File: src/rtl/tawas_rcn_req_arb.sv
// tawas_rcn_req_arb
//   Arbitrates four requesters onto one buffered rcn master request port and
//   routes master responses back to the originating requester. Each requester
//   may have at most OUTSTANDING_MAX requests in flight.
//
// Configuration:
//   TAWAS_RCN_ARB_FIXED_PRI_EN - when defined, priority is fixed (requester 0
//   highest, 3 lowest). When undefined, priority is round-robin.
//
// Ports:
//   clk, rst                  clock / asynchronous active-high reset
//   req_vld[3:0], req_wr[3:0] per-requester valid and write/read flag
//   req_tag[11:0]             3-bit tag per requester
//   req_mask[15:0]            4-bit byte mask per requester
//   req_addr[95:0]            24-bit address per requester
//   req_wdata[127:0]          32-bit write data per requester
//   req_ack[3:0]              one-hot combinational grant
//   m_cs, m_seq, m_wr, m_mask, m_addr, m_wdata  registered master request
//   m_full                    master request buffer full
//   m_rdone, m_wdone, m_rsp_seq                 master response
//   rsp_rdone[3:0], rsp_wdone[3:0], rsp_tag     routed response

module tawas_rcn_req_arb #(
  parameter int OUTSTANDING_MAX = 4
) (
  input  logic         clk,
  input  logic         rst,

  input  logic [3:0]   req_vld,
  input  logic [3:0]   req_wr,
  input  logic [11:0]  req_tag,
  input  logic [15:0]  req_mask,
  input  logic [95:0]  req_addr,
  input  logic [127:0] req_wdata,
  output logic [3:0]   req_ack,

  output logic         m_cs,
  output logic [4:0]   m_seq,
  output logic         m_wr,
  output logic [3:0]   m_mask,
  output logic [23:0]  m_addr,
  output logic [31:0]  m_wdata,
  input  logic         m_full,

  input  logic         m_rdone,
  input  logic         m_wdone,
  input  logic [4:0]   m_rsp_seq,

  output logic [3:0]   rsp_rdone,
  output logic [3:0]   rsp_wdone,
  output logic [2:0]   rsp_tag
);

  localparam logic [2:0] CNT_MAX = 3'(OUTSTANDING_MAX);

  logic [2:0]  cnt [4];
  logic [3:0]  elig;
  logic [3:0]  ack;
  logic        grant_vld;
  logic [1:0]  grant_idx;

  logic        sel_wr;
  logic [2:0]  sel_tag;
  logic [3:0]  sel_mask;
  logic [23:0] sel_addr;
  logic [31:0] sel_wdata;

  logic        rsp_any;
  logic [1:0]  rsp_id;
  logic [3:0]  rsp_hit;

  // Eligibility uses the registered count, so a response arriving this cycle
  // cannot free a slot for a grant in the same cycle.
  always_comb begin
    elig = '0;
    for (int unsigned i = 0; i < 4; i++) begin
      elig[i] = !rst && !m_full && req_vld[i] && (cnt[i] < CNT_MAX);
    end
  end

`ifdef TAWAS_RCN_ARB_FIXED_PRI_EN
  always_comb begin
    ack       = '0;
    grant_vld = 1'b0;
    grant_idx = '0;
    for (int unsigned k = 0; k < 4; k++) begin
      if (!grant_vld && elig[k]) begin
        ack[k]    = 1'b1;
        grant_vld = 1'b1;
        grant_idx = 2'(k);
      end
    end
  end
`else
  logic [1:0] ptr;

  // Search starts at ptr and wraps modulo 4.
  always_comb begin
    logic [1:0] idx;
    ack       = '0;
    grant_vld = 1'b0;
    grant_idx = '0;
    idx       = '0;
    for (int unsigned k = 0; k < 4; k++) begin
      idx = ptr + 2'(k);
      if (!grant_vld && elig[idx]) begin
        ack[idx]  = 1'b1;
        grant_vld = 1'b1;
        grant_idx = idx;
      end
    end
  end

  always_ff @(posedge clk or posedge rst) begin
    if (rst) begin
      ptr <= '0;
    end else if (grant_vld) begin
      ptr <= grant_idx + 2'd1;
    end
  end
`endif

  assign req_ack = ack;

  // One-hot AND-OR select of the granted requester's fields.
  always_comb begin
    sel_wr    = 1'b0;
    sel_tag   = '0;
    sel_mask  = '0;
    sel_addr  = '0;
    sel_wdata = '0;
    for (int unsigned i = 0; i < 4; i++) begin
      if (ack[i]) begin
        sel_wr    = sel_wr    | req_wr[i];
        sel_tag   = sel_tag   | req_tag[i*3 +: 3];
        sel_mask  = sel_mask  | req_mask[i*4 +: 4];
        sel_addr  = sel_addr  | req_addr[i*24 +: 24];
        sel_wdata = sel_wdata | req_wdata[i*32 +: 32];
      end
    end
  end

  always_ff @(posedge clk or posedge rst) begin
    if (rst) begin
      m_cs    <= 1'b0;
      m_seq   <= '0;
      m_wr    <= 1'b0;
      m_mask  <= '0;
      m_addr  <= '0;
      m_wdata <= '0;
    end else begin
      m_cs <= grant_vld;
      if (grant_vld) begin
        m_seq   <= {grant_idx, sel_tag};
        m_wr    <= sel_wr;
        m_mask  <= sel_mask;
        m_addr  <= sel_addr;
        m_wdata <= sel_wdata;
      end
    end
  end

  assign rsp_any = m_rdone | m_wdone;
  assign rsp_id  = m_rsp_seq[4:3];

  always_comb begin
    rsp_hit           = '0;
    rsp_hit[rsp_id]   = rsp_any;
    rsp_rdone         = '0;
    rsp_rdone[rsp_id] = m_rdone;
    rsp_wdone         = '0;
    rsp_wdone[rsp_id] = m_wdone;
  end

  assign rsp_tag = m_rsp_seq[2:0];

  // Grant and response together leave the count unchanged; a lone response
  // to an idle requester is forwarded but never underflows the count.
  always_ff @(posedge clk or posedge rst) begin
    if (rst) begin
      for (int unsigned i = 0; i < 4; i++) begin
        cnt[i] <= '0;
      end
    end else begin
      for (int unsigned i = 0; i < 4; i++) begin
        if (ack[i] && !rsp_hit[i]) begin
          cnt[i] <= cnt[i] + 3'd1;
        end else if (!ack[i] && rsp_hit[i] && (cnt[i] != '0)) begin
          cnt[i] <= cnt[i] - 3'd1;
        end
      end
    end
  end

endmodule

File: config.mk
export PLATFORM = sky130hd
export DESIGN_NAME = tawas_rcn_req_arb
export DESIGN_NICKNAME = d
export VERILOG_FILES = /design/src/rtl/tawas_rcn_req_arb.sv
export SDC_FILE = /design/constraint.sdc
export NUM_CORES = 1
export LEC_CHECK = 0
export BUFFER_PORTS_ARGS = -buffer_cell sky130_fd_sc_hd__buf_2
export CORE_ASPECT_RATIO = 1.5
export CORE_UTILIZATION = 30
export CTS_CLUSTER_SIZE = 30
export DETAILED_ROUTE_END_ITERATION = 8
export GPL_TIMING_DRIVEN = 0
export PLACE_DENSITY = 0.65
export SYNTH_ARGS = -nofsm -noshare
export SYNTH_HDL_FRONTEND = slang
export SYNTH_SLANG_ARGS = --single-unit
export TNS_END_PERCENT = 1
File: constraint.sdc
create_clock -name clk -period 5.1 [get_ports clk]
set_input_delay 0.255 -clock clk [delete_from_list [all_inputs] [get_ports clk]]
set_output_delay 0.255 -clock clk [all_outputs]
set_load 0.005 [all_outputs]
==> metrics.csv <==
stage,metric,value,unit
outcome,outcome,"complete, no violations",
sta,slew at the pin closest to its max-slew limit,1.03,ns
sta,RSZ-0062 raised after global routing,no,
detailed_routing,DRC viols,0,
worst_setup_path,R2R Setup Slk,0.37,ns
detailed_routing,DRT antenna net count,0,
worst_setup_path,CP endpoint kind,register,
worst_setup_path,Worst Path Required,5.36,ns
worst_setup_path,Reg2Reg Depth,16,
detailed_routing,vias post-DR,7689,
floorplanning,die area,20500,um^2
global_route,largest net degree at the start of global routing,57,
logic_synthesis,ys async rst share,100,%
power_and_ir_drop,Lkg Pwr,3.80,nW
power_and_ir_drop,VDD IR max,211,uV
logic_synthesis,Post-synth EDFFs,0,
cells_and_area,"non-filler cells, final",1296,
sta,min setup slack post-route,0.369,ns
flow_run,max cap viols,0,
logic_synthesis,warnings from Yosys,0,
cells_and_area,Nets,1312,
global_route,global-route wire length before repair,40500,um
worst_setup_path,worst r2r src,ptr[0]$_DFFE_PP0P_,
hold_path,Hold Path End,m_wdata[15]$_DFFE_PP0P_,
cts,Clock Sinks,81,
detailed_routing,WL final,27900,um
worst_setup_path,Setup crit start kind,register,
power_and_ir_drop,pwr/cell area,521,nW/um^2
global_route,vias in the first global route,7278,
sta,clock skew,0.00790,ns
place,IO Port Bufs,346,
worst_setup_path,worst endpoint data arrival time,4.99,ns
cts,CTS clock-pin slew for the worst setup and hold paths,0.07,ns
sta,Final setup viols,0,
sta,setup_tns,0,ns
detailed_routing,DRT iter0 DRCs,850,
hold_path,hold crit path type,primary input to register,
sta,headroom to the max-slew limit,30.0,%
cts,H-tree lvl count,3,
cts,clk buf depth,2,
worst_setup_path,Crit Path Class,register to register,
cells_and_area,layout cells sized above 1,39.0,%
sta,Fin Hold WS,0.147,ns
detailed_routing,WL/cell,21.5,um
logic_synthesis,"Top FF cell, synth",dfrtp_1,
worst_setup_path,CP Max Fanout,13,
global_route,GRT Total Usage,26.3,%
cts,CTS tree,yes,
logic_synthesis,Yosys cell types,63,
cts,Clock Latency Late Sink,0.34,ns
logic_synthesis,Avg Inst Size Synth,8.89,um^2
sta,"Min Clock Period, post-route",4.73,ns
floorplanning,Starting Density,30.9,%
logic_synthesis,sequential-to-total area share from yosys stat,34.0,%
cts,root buffer cell,clkbuf_16,
sta,Final Max Tran Viols,0,
detailed_routing,routed vias/inst,5.93,
cells_and_area,P&R area growth vs syn,41.0,%
global_route,initial antenna violation count,4,
floorplanning,# IOs,352,
hold_path,hold path start,req_wdata[15],
detailed_routing,drt first pass iters,6,
sta,f_max,211,MHz
logic_synthesis,"Cell Area, Synth",5970,um^2
logic_synthesis,Seq cells post-synth,81,
power_and_ir_drop,Overall Power,4.38,mW
floorplanning,die width,117,um
worst_setup_path,Reg2Reg Capture Point,cnt[11]$_DFFE_PP0P_,
place,DP Worst Slack,0.0679,ns
logic_synthesis,Mapped Cells,671,
cts,clock buffer count from CTS,9,
logic_synthesis,synthesized net count,951,
floorplanning,Core Footprint,19300,um^2
global_route,total gr overflow,0,
sta,Final period util,92.8,%
floorplanning,row count,62,
place,Post-DP HPWL,21400,um
hold_path,hold path depth,3,
floorplanning,Die Y,175,um
place,placed instance count,1274,
place,gpl congestion,0.940,
sta,Hold Fails Final Rpt,0,
[cell usage after synthesis (4+ instances only)]
| library cell | count | area (um^2) |
|---|---|---|
| ha_1 | 6 | 75.1 |
| a21oi_1 | 32 | 160 |
| xnor2_1 | 4 | 35.0 |
| a31oi_1 | 13 | 81.3 |
| buf_2 | 13 | 65.1 |
| nor2b_1 | 4 | 25.0 |
| nand2_1 | 29 | 109 |
| a22oi_1 | 54 | 405 |
| nand2b_1 | 4 | 25.0 |
| and3b_1 | 4 | 35.0 |
| mux4_2 | 4 | 90.1 |
| o21ai_1 | 5 | 25.0 |
| buf_4 | 4 | 30.0 |
| dfrtp_1 | 81 | 2030 |
| nand3_1 | 8 | 40.0 |
| or3_1 | 4 | 25.0 |
| nor2_1 | 88 | 330 |
| o21ai_0 | 54 | 270 |
| a221o_1 | 56 | 561 |
| a221oi_1 | 56 | 490 |
| fa_1 | 4 | 80.1 |
| o22ai_1 | 5 | 31.3 |
| buf_1 | 6 | 22.5 |
| nor3_1 | 5 | 25.0 |
| inv_1 | 10 | 37.5 |
| a222oi_1 | 16 | 160 |
| mux2i_1 | 6 | 60.1 |
| clkbuf_1 | 38 | 143 |
[cell families after synthesis]
| logic type | synth area share [%] |
|---|---|
| fa+ha+maj | 2.60 |
| flops | 34.0 |
| buf+inv | 5.50 |
| compound gates | 40.9 |
| simple gates | 13.7 |
| xor+xnor | 0.587 |
| mux | 2.71 |
[critical path, cell delays in order, from the launching register on]
cell and delay, ns:
dfrtp_1 0.45, inv_1 0.13, clkbuf_2 0.27, ha_1 0.27
clkbuf_1 0.22, or3_1 0.41, a211o_1 0.25, clkbuf_1 0.26
nand3_1 0.21, a22o_1 0.18, buf_2 0.29, buf_1 0.57
nand2_1 0.14, fa_1 0.43, and2_1 0.17, mux2_2 0.26
mux2i_1 0.12
[report_power, final]
group / switching, mW / internal [mW]
Combinational: 1.42 / 1.03
Sequential: 0.239 / 0.976
Clock: 0.289 / 0.429
[worst max path at each step]
stage | startpoint | to | slack, ns
after floorplan | ptr[0]$_DFFE_PP0P_ | cnt[5]$_DFFE_PP0P_ | 0.91
after CTS | ptr[0]$_DFFE_PP0P_ | cnt[8]$_DFFE_PP0P_ | 0.03
after global routing | ptr[0]$_DFFE_PP0P_ | cnt[11]$_DFFE_PP0P_ | 0.04
after detailed placement | ptr[0]$_DFFE_PP0P_ | cnt[8]$_DFFE_PP0P_ | 0.07
final | ptr[0]$_DFFE_PP0P_ | cnt[11]$_DFFE_PP0P_ | 0.37
after global placement | ptr[0]$_DFFE_PP0P_ | cnt[8]$_DFFE_PP0P_ | 0.06
[area by class of cell]
type | count | area [um^2]
plain buffers | 63 | 284
diodes | 4 | 10.0
clock inverters | 6 | 92.6
inverters | 12 | 47.5
clock buffers | 9 | 225
well taps | 256 | 320
repair buffers | 350 | 1780
multi-input cells | 515 | 3620
flip-flops and latches | 81 | 2030
fillers | 1944 | 10900
[state kept, by name, summed over array words and instances, names as in the netlist]
name and cells:
m_wdata 32, m_seq 5, m_mask 4, cnt 12
m_wr 1, ptr 2, m_cs 1, m_addr 24
[what timing repair did]
item                       CTS  global route
gates resized for setup      0             3
buffers inserted             0             2
hold buffers                 1             0
hold endpoints to repair    25             0
setup endpoints to repair    0             6
[routing by layer]
metal  vias to the layer above  global-route usage (%)  part of all wire [%]
met4                         0                    12.0                   3.3
met1                      3720                    31.0                    39
met2                       451                    45.9                    51
li1                       3459                       -                     -
met5                         -                       0                     0
met3                        59                    4.09                   7.2
[through the flow]
stage          area [um^2]  util, %
2_1_floorplan         5970        -
3_3_place_gp          8020     41.5
3_5_place_dp          8050     41.7
4_1_cts               8380     43.4
5_1_grt               8410     43.5
6_report              8410     43.5
[layout by cell type (no fill, tap or decap), types with 29 or more instances in the layout]
cell type / n
buf_2: 359
a21oi_1: 32
o21ai_0: 54
a22oi_1: 54
nand2_1: 29
nor2_1: 88
dfrtp_1: 81
clkbuf_1: 37
a221o_1: 56
a221oi_1: 56
Note: power is estimated with default switching activity, not from simulation.
